--- src/rtl/ppu_pkg.sv ---
// rtl/ppu_pkg.sv - shared constants for the opsum requantize/pack stage
package ppu_pkg;

  // FSM state encoding
  localparam logic [1:0] IDLE  = 2'd0;
  localparam logic [1:0] RUN   = 2'd1;
  localparam logic [1:0] DRAIN = 2'd2;

  localparam int MULT_BITS  = 16;
  localparam int SHIFT_BITS = 5;

  // Saturation limits used by the requant arithmetic
  localparam int UINT8_MAX = 255;
  localparam int INT16_MAX = 32767;
  localparam int INT16_MIN = -32768;

endpackage

--- src/rtl/requant_unit.sv ---
// rtl/requant_unit.sv - two-stage scale/round/shift/zero-point/clamp pipeline
module requant_unit #(
  parameter int DATA_BITS  = 32,
  parameter int MULT_BITS  = ppu_pkg::MULT_BITS,
  parameter int SHIFT_BITS = ppu_pkg::SHIFT_BITS
) (
  input  logic                  clk,
  input  logic                  rst,
  input  logic                  cfg_bypass,
  input  logic [MULT_BITS-1:0]  cfg_mult,
  input  logic [SHIFT_BITS-1:0] cfg_shift,
  input  logic [7:0]            cfg_zp,
  input  logic                  cfg_relu,
  input  logic                  in_valid,
  input  logic [DATA_BITS-1:0]  in_data,
  input  logic                  in_last,
  output logic                  in_ready,
  output logic                  out_valid,
  output logic [DATA_BITS-1:0]  out_data,
  output logic                  out_last,
  input  logic                  out_ready
);
  import ppu_pkg::*;

  localparam int PROD_BITS = DATA_BITS + MULT_BITS + 1;
  localparam logic signed [PROD_BITS-1:0] R16_MAX = PROD_BITS'(INT16_MAX);
  localparam logic signed [PROD_BITS-1:0] R16_MIN = PROD_BITS'(INT16_MIN);
  localparam logic signed [17:0]          V_MAX   = 18'(UINT8_MAX);

  logic                        s1_valid;
  logic                        s1_last;
  logic                        s1_advance;
  logic signed [PROD_BITS-1:0] s1_prod;
  logic signed [PROD_BITS-1:0] in_ext;
  logic signed [PROD_BITS-1:0] mult_ext;
  logic signed [PROD_BITS-1:0] prod;
  logic signed [PROD_BITS-1:0] rnd;
  logic signed [PROD_BITS-1:0] r;
  logic signed [15:0]          r16;
  logic signed [17:0]          v;
  logic signed [17:0]          lo;
  logic [7:0]                  q;

  // S1 drains whenever S2 is empty or S2 is being consumed this cycle
  assign s1_advance = s1_valid & (!out_valid | out_ready);
  assign in_ready   = !s1_valid | s1_advance;

  // Multiplier is unsigned, so it is zero-extended before the signed multiply
  assign in_ext   = PROD_BITS'($signed(in_data));
  assign mult_ext = PROD_BITS'({1'b0, cfg_mult});
  assign prod     = in_ext * mult_ext;

  // Round half toward +inf, shift, saturate to int16, add zero point, clamp to uint8
  always_comb begin
    rnd = '0;
    if (cfg_shift != '0) rnd = PROD_BITS'(1) << (cfg_shift - SHIFT_BITS'(1));
    r = (s1_prod + rnd) >>> cfg_shift;
    if (r > R16_MAX)      r16 = 16'(INT16_MAX);
    else if (r < R16_MIN) r16 = 16'(INT16_MIN);
    else                  r16 = r[15:0];
    v  = {{2{r16[15]}}, r16} + {10'd0, cfg_zp};
    lo = cfg_relu ? {10'd0, cfg_zp} : 18'd0;
    if (v > V_MAX)   q = V_MAX[7:0];
    else if (v < lo) q = lo[7:0];
    else             q = v[7:0];
  end

  // S1 register: product (or raw psum in bypass) with its end-of-job tag
  always_ff @(posedge clk or posedge rst) begin
    if (rst) begin
      s1_valid <= 1'b0;
      s1_prod  <= '0;
      s1_last  <= 1'b0;
    end else if (in_valid && in_ready) begin
      s1_valid <= 1'b1;
      s1_prod  <= cfg_bypass ? in_ext : prod;
      s1_last  <= in_last;
    end else if (s1_advance) begin
      s1_valid <= 1'b0;
    end
  end

  // S2 register: finished byte (or raw word in bypass) waiting for the packer
  always_ff @(posedge clk or posedge rst) begin
    if (rst) begin
      out_valid <= 1'b0;
      out_data  <= '0;
      out_last  <= 1'b0;
    end else if (s1_advance) begin
      out_valid <= 1'b1;
      out_data  <= cfg_bypass ? s1_prod[DATA_BITS-1:0] : {{(DATA_BITS-8){1'b0}}, q};
      out_last  <= s1_last;
    end else if (out_ready) begin
      out_valid <= 1'b0;
    end
  end

endmodule

--- src/rtl/opsum_requant_packer.sv ---
// rtl/opsum_requant_packer.sv - requantize PE opsums to uint8 and pack 4 per word
module opsum_requant_packer #(
  parameter int DATA_BITS  = 32,
  parameter int MULT_BITS  = ppu_pkg::MULT_BITS,
  parameter int SHIFT_BITS = ppu_pkg::SHIFT_BITS,
  parameter int CNT_BITS   = 8
) (
  input  logic                  clk,
  input  logic                  rst,
  input  logic                  cfg_load,
  input  logic [MULT_BITS-1:0]  cfg_mult,
  input  logic [SHIFT_BITS-1:0] cfg_shift,
  input  logic [7:0]            cfg_zp,
  input  logic                  cfg_relu,
  input  logic                  cfg_bypass,
  input  logic [CNT_BITS-1:0]   cfg_count,
  input  logic [DATA_BITS-1:0]  psum_in,
  input  logic                  psum_valid,
  output logic                  psum_ready,
  output logic [DATA_BITS-1:0]  out_data,
  output logic [3:0]            out_strb,
  output logic                  out_valid,
  input  logic                  out_ready,
  output logic                  out_last,
  output logic                  busy,
  output logic                  done
);
  import ppu_pkg::*;

  logic [1:0]            state;
  logic [MULT_BITS-1:0]  mult_q;
  logic [SHIFT_BITS-1:0] shift_q;
  logic [7:0]            zp_q;
  logic                  relu_q;
  logic                  bypass_q;
  logic [CNT_BITS-1:0]   count_q;
  logic [CNT_BITS-1:0]   in_cnt;
  logic [1:0]            lane;
  logic                  run;
  logic                  ru_in_ready;
  logic                  take;
  logic                  take_last;
  logic                  ru_valid;
  logic [DATA_BITS-1:0]  ru_data;
  logic                  ru_last;
  logic                  pk_accept;
  logic                  handshake;

  assign run        = (state == RUN);
  assign psum_ready = run & ru_in_ready;
  assign take       = psum_valid & psum_ready;
  assign take_last  = (in_cnt + CNT_BITS'(1)) == count_q;
  // The packer register doubles as the output register: it can take a byte
  // unless a completed word is still waiting for the GLB.
  assign pk_accept  = !out_valid | out_ready;
  assign handshake  = out_valid & out_ready;
  assign done       = (state == DRAIN) & handshake & out_last;
  assign busy       = (state != IDLE);

  requant_unit #(
    .DATA_BITS  (DATA_BITS),
    .MULT_BITS  (MULT_BITS),
    .SHIFT_BITS (SHIFT_BITS)
  ) u_requant (
    .clk        (clk),
    .rst        (rst),
    .cfg_bypass (bypass_q),
    .cfg_mult   (mult_q),
    .cfg_shift  (shift_q),
    .cfg_zp     (zp_q),
    .cfg_relu   (relu_q),
    .in_valid   (psum_valid & run),
    .in_data    (psum_in),
    .in_last    (take_last),
    .in_ready   (ru_in_ready),
    .out_valid  (ru_valid),
    .out_data   (ru_data),
    .out_last   (ru_last),
    .out_ready  (pk_accept)
  );

  // Job FSM: latch config on load, count accepted psums, finish on last word
  always_ff @(posedge clk or posedge rst) begin
    if (rst) begin
      state    <= IDLE;
      mult_q   <= '0;
      shift_q  <= '0;
      zp_q     <= '0;
      relu_q   <= 1'b0;
      bypass_q <= 1'b0;
      count_q  <= '0;
      in_cnt   <= '0;
    end else begin
      case (state)
        IDLE: begin
          if (cfg_load) begin
            mult_q   <= cfg_mult;
            shift_q  <= cfg_shift;
            zp_q     <= cfg_zp;
            relu_q   <= cfg_relu;
            bypass_q <= cfg_bypass;
            count_q  <= (cfg_count == '0) ? CNT_BITS'(1) : cfg_count;
            in_cnt   <= '0;
            state    <= RUN;
          end
        end
        RUN: begin
          if (take) begin
            in_cnt <= in_cnt + CNT_BITS'(1);
            if (take_last) state <= DRAIN;
          end
        end
        DRAIN: begin
          if (done) state <= IDLE;
        end
        default: state <= IDLE;
      endcase
    end
  end

  // Packer: place each byte in lane (index mod 4); emit at lane 3 or job end
  always_ff @(posedge clk or posedge rst) begin
    if (rst) begin
      out_valid <= 1'b0;
      out_data  <= '0;
      out_strb  <= 4'h0;
      out_last  <= 1'b0;
      lane      <= 2'd0;
    end else if (ru_valid && pk_accept) begin
      if (bypass_q) begin
        out_data  <= ru_data;
        out_strb  <= 4'hF;
        out_valid <= 1'b1;
        out_last  <= ru_last;
      end else begin
        if (lane == 2'd0) begin
          out_data <= {{(DATA_BITS-8){1'b0}}, ru_data[7:0]};
          out_strb <= 4'b0001;
        end else begin
          out_data[{lane, 3'b000} +: 8] <= ru_data[7:0];
          out_strb                      <= out_strb | (4'b0001 << lane);
        end
        out_valid <= (lane == 2'd3) | ru_last;
        out_last  <= ru_last;
        lane      <= ru_last ? 2'd0 : lane + 2'd1;
      end
    end else if (handshake) begin
      out_valid <= 1'b0;
      out_strb  <= 4'h0;
      out_last  <= 1'b0;
    end
  end

endmodule
--- config.mk ---
export PLATFORM = sky130hd
export DESIGN_NAME = opsum_requant_packer
export DESIGN_NICKNAME = d
export VERILOG_FILES = /design/src/rtl/ppu_pkg.sv /design/src/rtl/requant_unit.sv /design/src/rtl/opsum_requant_packer.sv
export SDC_FILE = /design/constraint.sdc
export NUM_CORES = 2
export LEC_CHECK = 0
export ABC_CLOCK_PERIOD_IN_PS = 9100
export BUFFER_PORTS_ARGS = -buffer_cell sky130_fd_sc_hd__buf_2
export CORE_MARGIN = 3
export CORE_UTILIZATION = 40
export DETAILED_ROUTE_END_ITERATION = 10
export HOLD_SLACK_MARGIN = 0.05
export PLACE_DENSITY_LB_ADDON = 0.1
export SLEW_MARGIN = 10
export SYNTH_ARGS = -nofsm -noshare
export SYNTH_HDL_FRONTEND = slang
export SYNTH_SLANG_ARGS = --single-unit
--- constraint.sdc ---
create_clock -name clk -period 9.1 [get_ports clk]
set_input_delay 1.82 -clock clk [delete_from_list [all_inputs] [get_ports clk]]
set_output_delay 1.82 -clock clk [all_outputs]
set_load 0.05 [all_outputs]
==> metrics <==
Async SR Flop Fraction=1.00; number of enable flip-flop cells after synthesis=0; setup tns final=0 ns; Slew Viols, Final=0; post-DP HPWL=94600 µm; HP Class=flop to flop; final-report hold violation count=0; clk_skew=approximately 0.026 ns; Ant. Diodes=0; share of cells above drive strength 1=0.186; initial antenna violation count=3; PnR worst setup slack=0.368 ns; WP data required=9.47 ns; Starting Density=0.406; CTS tree=done; gpl congestion=0.933; DRT iter0 DRCs=2276; number of global-route vias before repair=around 32k; Netlist Area Pre-Place=between 30000 and 40000 µm²; post-synthesis sequential area ratio=0.130; FP Rows=105; DIE WIDTH=295 µm; Synth-to-Final Area Change=18.3%; Crit. End Element=flop; total core area=82500 µm²; critical path fanouts, max=8; drt via density=5.55; Detail Route Antenna Nets=0; drt pass-1 iters=6; Clock Path Buffers=2; # nets final=5252; WL/cell=roughly 21 µm; Critical Path AT=9.11 ns; # DRC=0; H-tree levels=4; MaxCap Viol Count=0; max_slew headroom=0.293; syn nets=4838; most used cell, CP=buf_4; Crit Path Category=flop to flop; die height=295 µm; synthesis-stage register bit count=~170; Crit path largest cell delay=0.78 ns; final core occ=0.480; total congestion overflow=0; crit start category=flop; Root Driver=clkbuf_16; drt total wl=116000 µm; Tcrit/Tclk final=0.960; Synth warnings=0; # port buffers=116; minimum clock period=8.73 ns; detailed-route via count=31.1k; syn_area_per_cell=8.16 µm²; Clock Latency Late Sink=around 0.5 ns; Final setup viols=0; Clock Pin Slew Worst Setup and Hold Paths=roughly 0.090 ns; Worst-Margin Slew=~1.1 ns; Total Routing Usage GR=0.270; status=finished clean; die area=between 80000 and 90000 µm²; dpl ws=-0.0275 ns; pin count of the biggest net entering global routing=roughly 110; post-synthesis cell type count=between 100 and 150; io pins=roughly 120; main flop type after synthesis=dfrtp_1; Slowest-stage cell, CP=a2111oi_0; Achievable Freq=~110 MHz; CTS buffer count=17; first-pass GRT wire length=184000 µm; Clock Sinks=174; Mapped Cells=approximately 4k
state kept, by name (all words and copies together), names as in the netlist, 2 cells and up:
name / flops
mult_q: 16
lane: 2
shift_q: 5
out_strb: 4
u_requant.s1_prod: 49
state: 2
out_data: 32
in_cnt: 8
count_q: 8
zp_q: 8
u_requant.out_data: 32
path summary, 6_finish.rpt:
path                                                      to  slack [ns]  depth (start not counted)                     from
setup / recovery           u_requant.out_data[3]$_DFFE_PP0P_        0.37                         42   shift_q[2]$_DFFE_PP0P_
hold / removal                       out_data[2]$_DFFE_PP0P_        0.48                          2  out_data[2]$_DFFE_PP0P_
setup reg to reg           u_requant.out_data[3]$_DFFE_PP0P_        0.37                         42   shift_q[2]$_DFFE_PP0P_
hold reg to reg                      out_data[2]$_DFFE_PP0P_        0.48                          2  out_data[2]$_DFFE_PP0P_
max in group asynchronous  u_requant.s1_prod[42]$_DFFE_PP0P_        6.13                          3                      rst
min in group asynchronous            out_strb[0]$_DFFE_PP0P_        1.46                          2                      rst
kinds of logic after synthesis:
| family | count (synthesis) | share of synthesized area |
|---|---|---|
| muxes | 55 | 0.0209 |
| other | 1 | 0.000112 |
| DFF | 174 | 0.130 |
| buffers and inverters | 816 | 0.0929 |
| AOI/OAI and AO/OA | 849 | 0.172 |
| adders and majority gates | 656 | 0.355 |
| xor gates and xnor gates | 97 | 0.0254 |
| and+or+nand+nor | 1458 | 0.203 |
stage by stage:
step,hold slack [ns],area [µm²],instances
2_1_floorplan,0.446,33500,4106
3_3_place_gp,0.457,38300,5558
3_5_place_dp,0.464,38300,5558
4_1_cts,0.486,39000,5590
5_1_grt,0.506,39600,5603
6_report,0.477,39600,5603
cell usage after synthesis, drive strengths merged (20+ instances only):
master,n,area (µm²)
o31ai,23,200
nand3,67,335
a21o,39,293
dfrtp,174,4350
a21oi,184,943
o21ai,209,1050
a211oi,56,420
o21a,31,234
inv,581,2180
buf,59,272
and4,23,201
mux2i,26,260
xnor2,56,490
ha,165,2060
nor2,199,747
and2,215,1350
nand2b,23,144
a31oi,30,194
fa,491,9830
nor3,68,360
clkbuf,174,653
nand2,716,2690
nand4,39,250
o211ai,44,330
xor2,41,359
nor4,20,131
a22oi,36,270
metal layers:
| metal | track usage | wire [µm] | share of wire | vias to the layer above |
|---|---|---|---|---|
| li1 | - | - | - | 14400 |
| met1 | 0.381 | 53000 | 0.46 | 15600 |
| met2 | 0.445 | 53800 | 0.47 | 930 |
| met3 | 0.0242 | 5510 | 0.048 | 173 |
| met4 | 0.0757 | 3290 | 0.028 | 0 |
| met5 | 0 | 0 | 0 | - |
layout by cell type, fill, tap and decap left out, types with 11 or more instances in the layout:
master	netlist	routed
nand2_1	716	706
inv_1	580	577
buf_4	0	504
fa_1	491	491
and2_1	213	212
nor2_1	199	192
a21oi_1	180	169
dfrtp_1	174	169
o21ai_0	174	167
ha_1	165	157
buf_2	28	116
nand3_1	67	66
nor3_1	64	58
xnor2_1	56	55
a211oi_1	56	49
o211ai_1	44	44
xor2_1	41	41
a21o_1	39	39
nand4_1	38	38
o21ai_1	33	36
a22oi_1	36	33
a31oi_1	29	28
o21a_1	30	28
mux2i_1	26	25
nand2b_1	23	23
and4_1	23	22
nor4_1	19	17
or3_1	19	17
o31ai_1	21	17
mux2_2	17	17
clkbuf_16	0	17
and3_1	15	15
a21oi_2	3	13
o22ai_1	12	11
o21bai_1	12	11
a211o_1	11	11
worst max-delay path: cells and delay by family (launching register included):
| family | cells | cell delay, ns |
|---|---|---|
| fa+ha+maj | 3 | 0.73 |
| mux | 1 | 0.27 |
| simple gates | 4 | 0.98 |
| compound gates | 24 | 4.89 |
| buf+inv | 10 | 1.37 |
| flops | 1 | 0.36 |
cell type report:
type / instances / area [µm²]
Fill cell: 8288 / 42900
Multi-Input combinational cell: 3116 / 26600
Timing Repair Buffer: 628 / 4510
Sequential cell: 174 / 4360
Inverter: 583 / 2200
Tap cell: 1070 / 1340
Clock buffer: 17 / 425
Clock inverter: 15 / 228
what timing repair did:
action | 4_1_cts | 5_1_grt
resized for setup | 0 | 121
setup buffers | 0 | 13
hold buffers | 0 | 0
endpoints found under the setup margin | 0 | 10
Power is left out: the tool's default activity adds up to more than one toggle a clock period on the data nets, which glitch-free logic cannot reach.
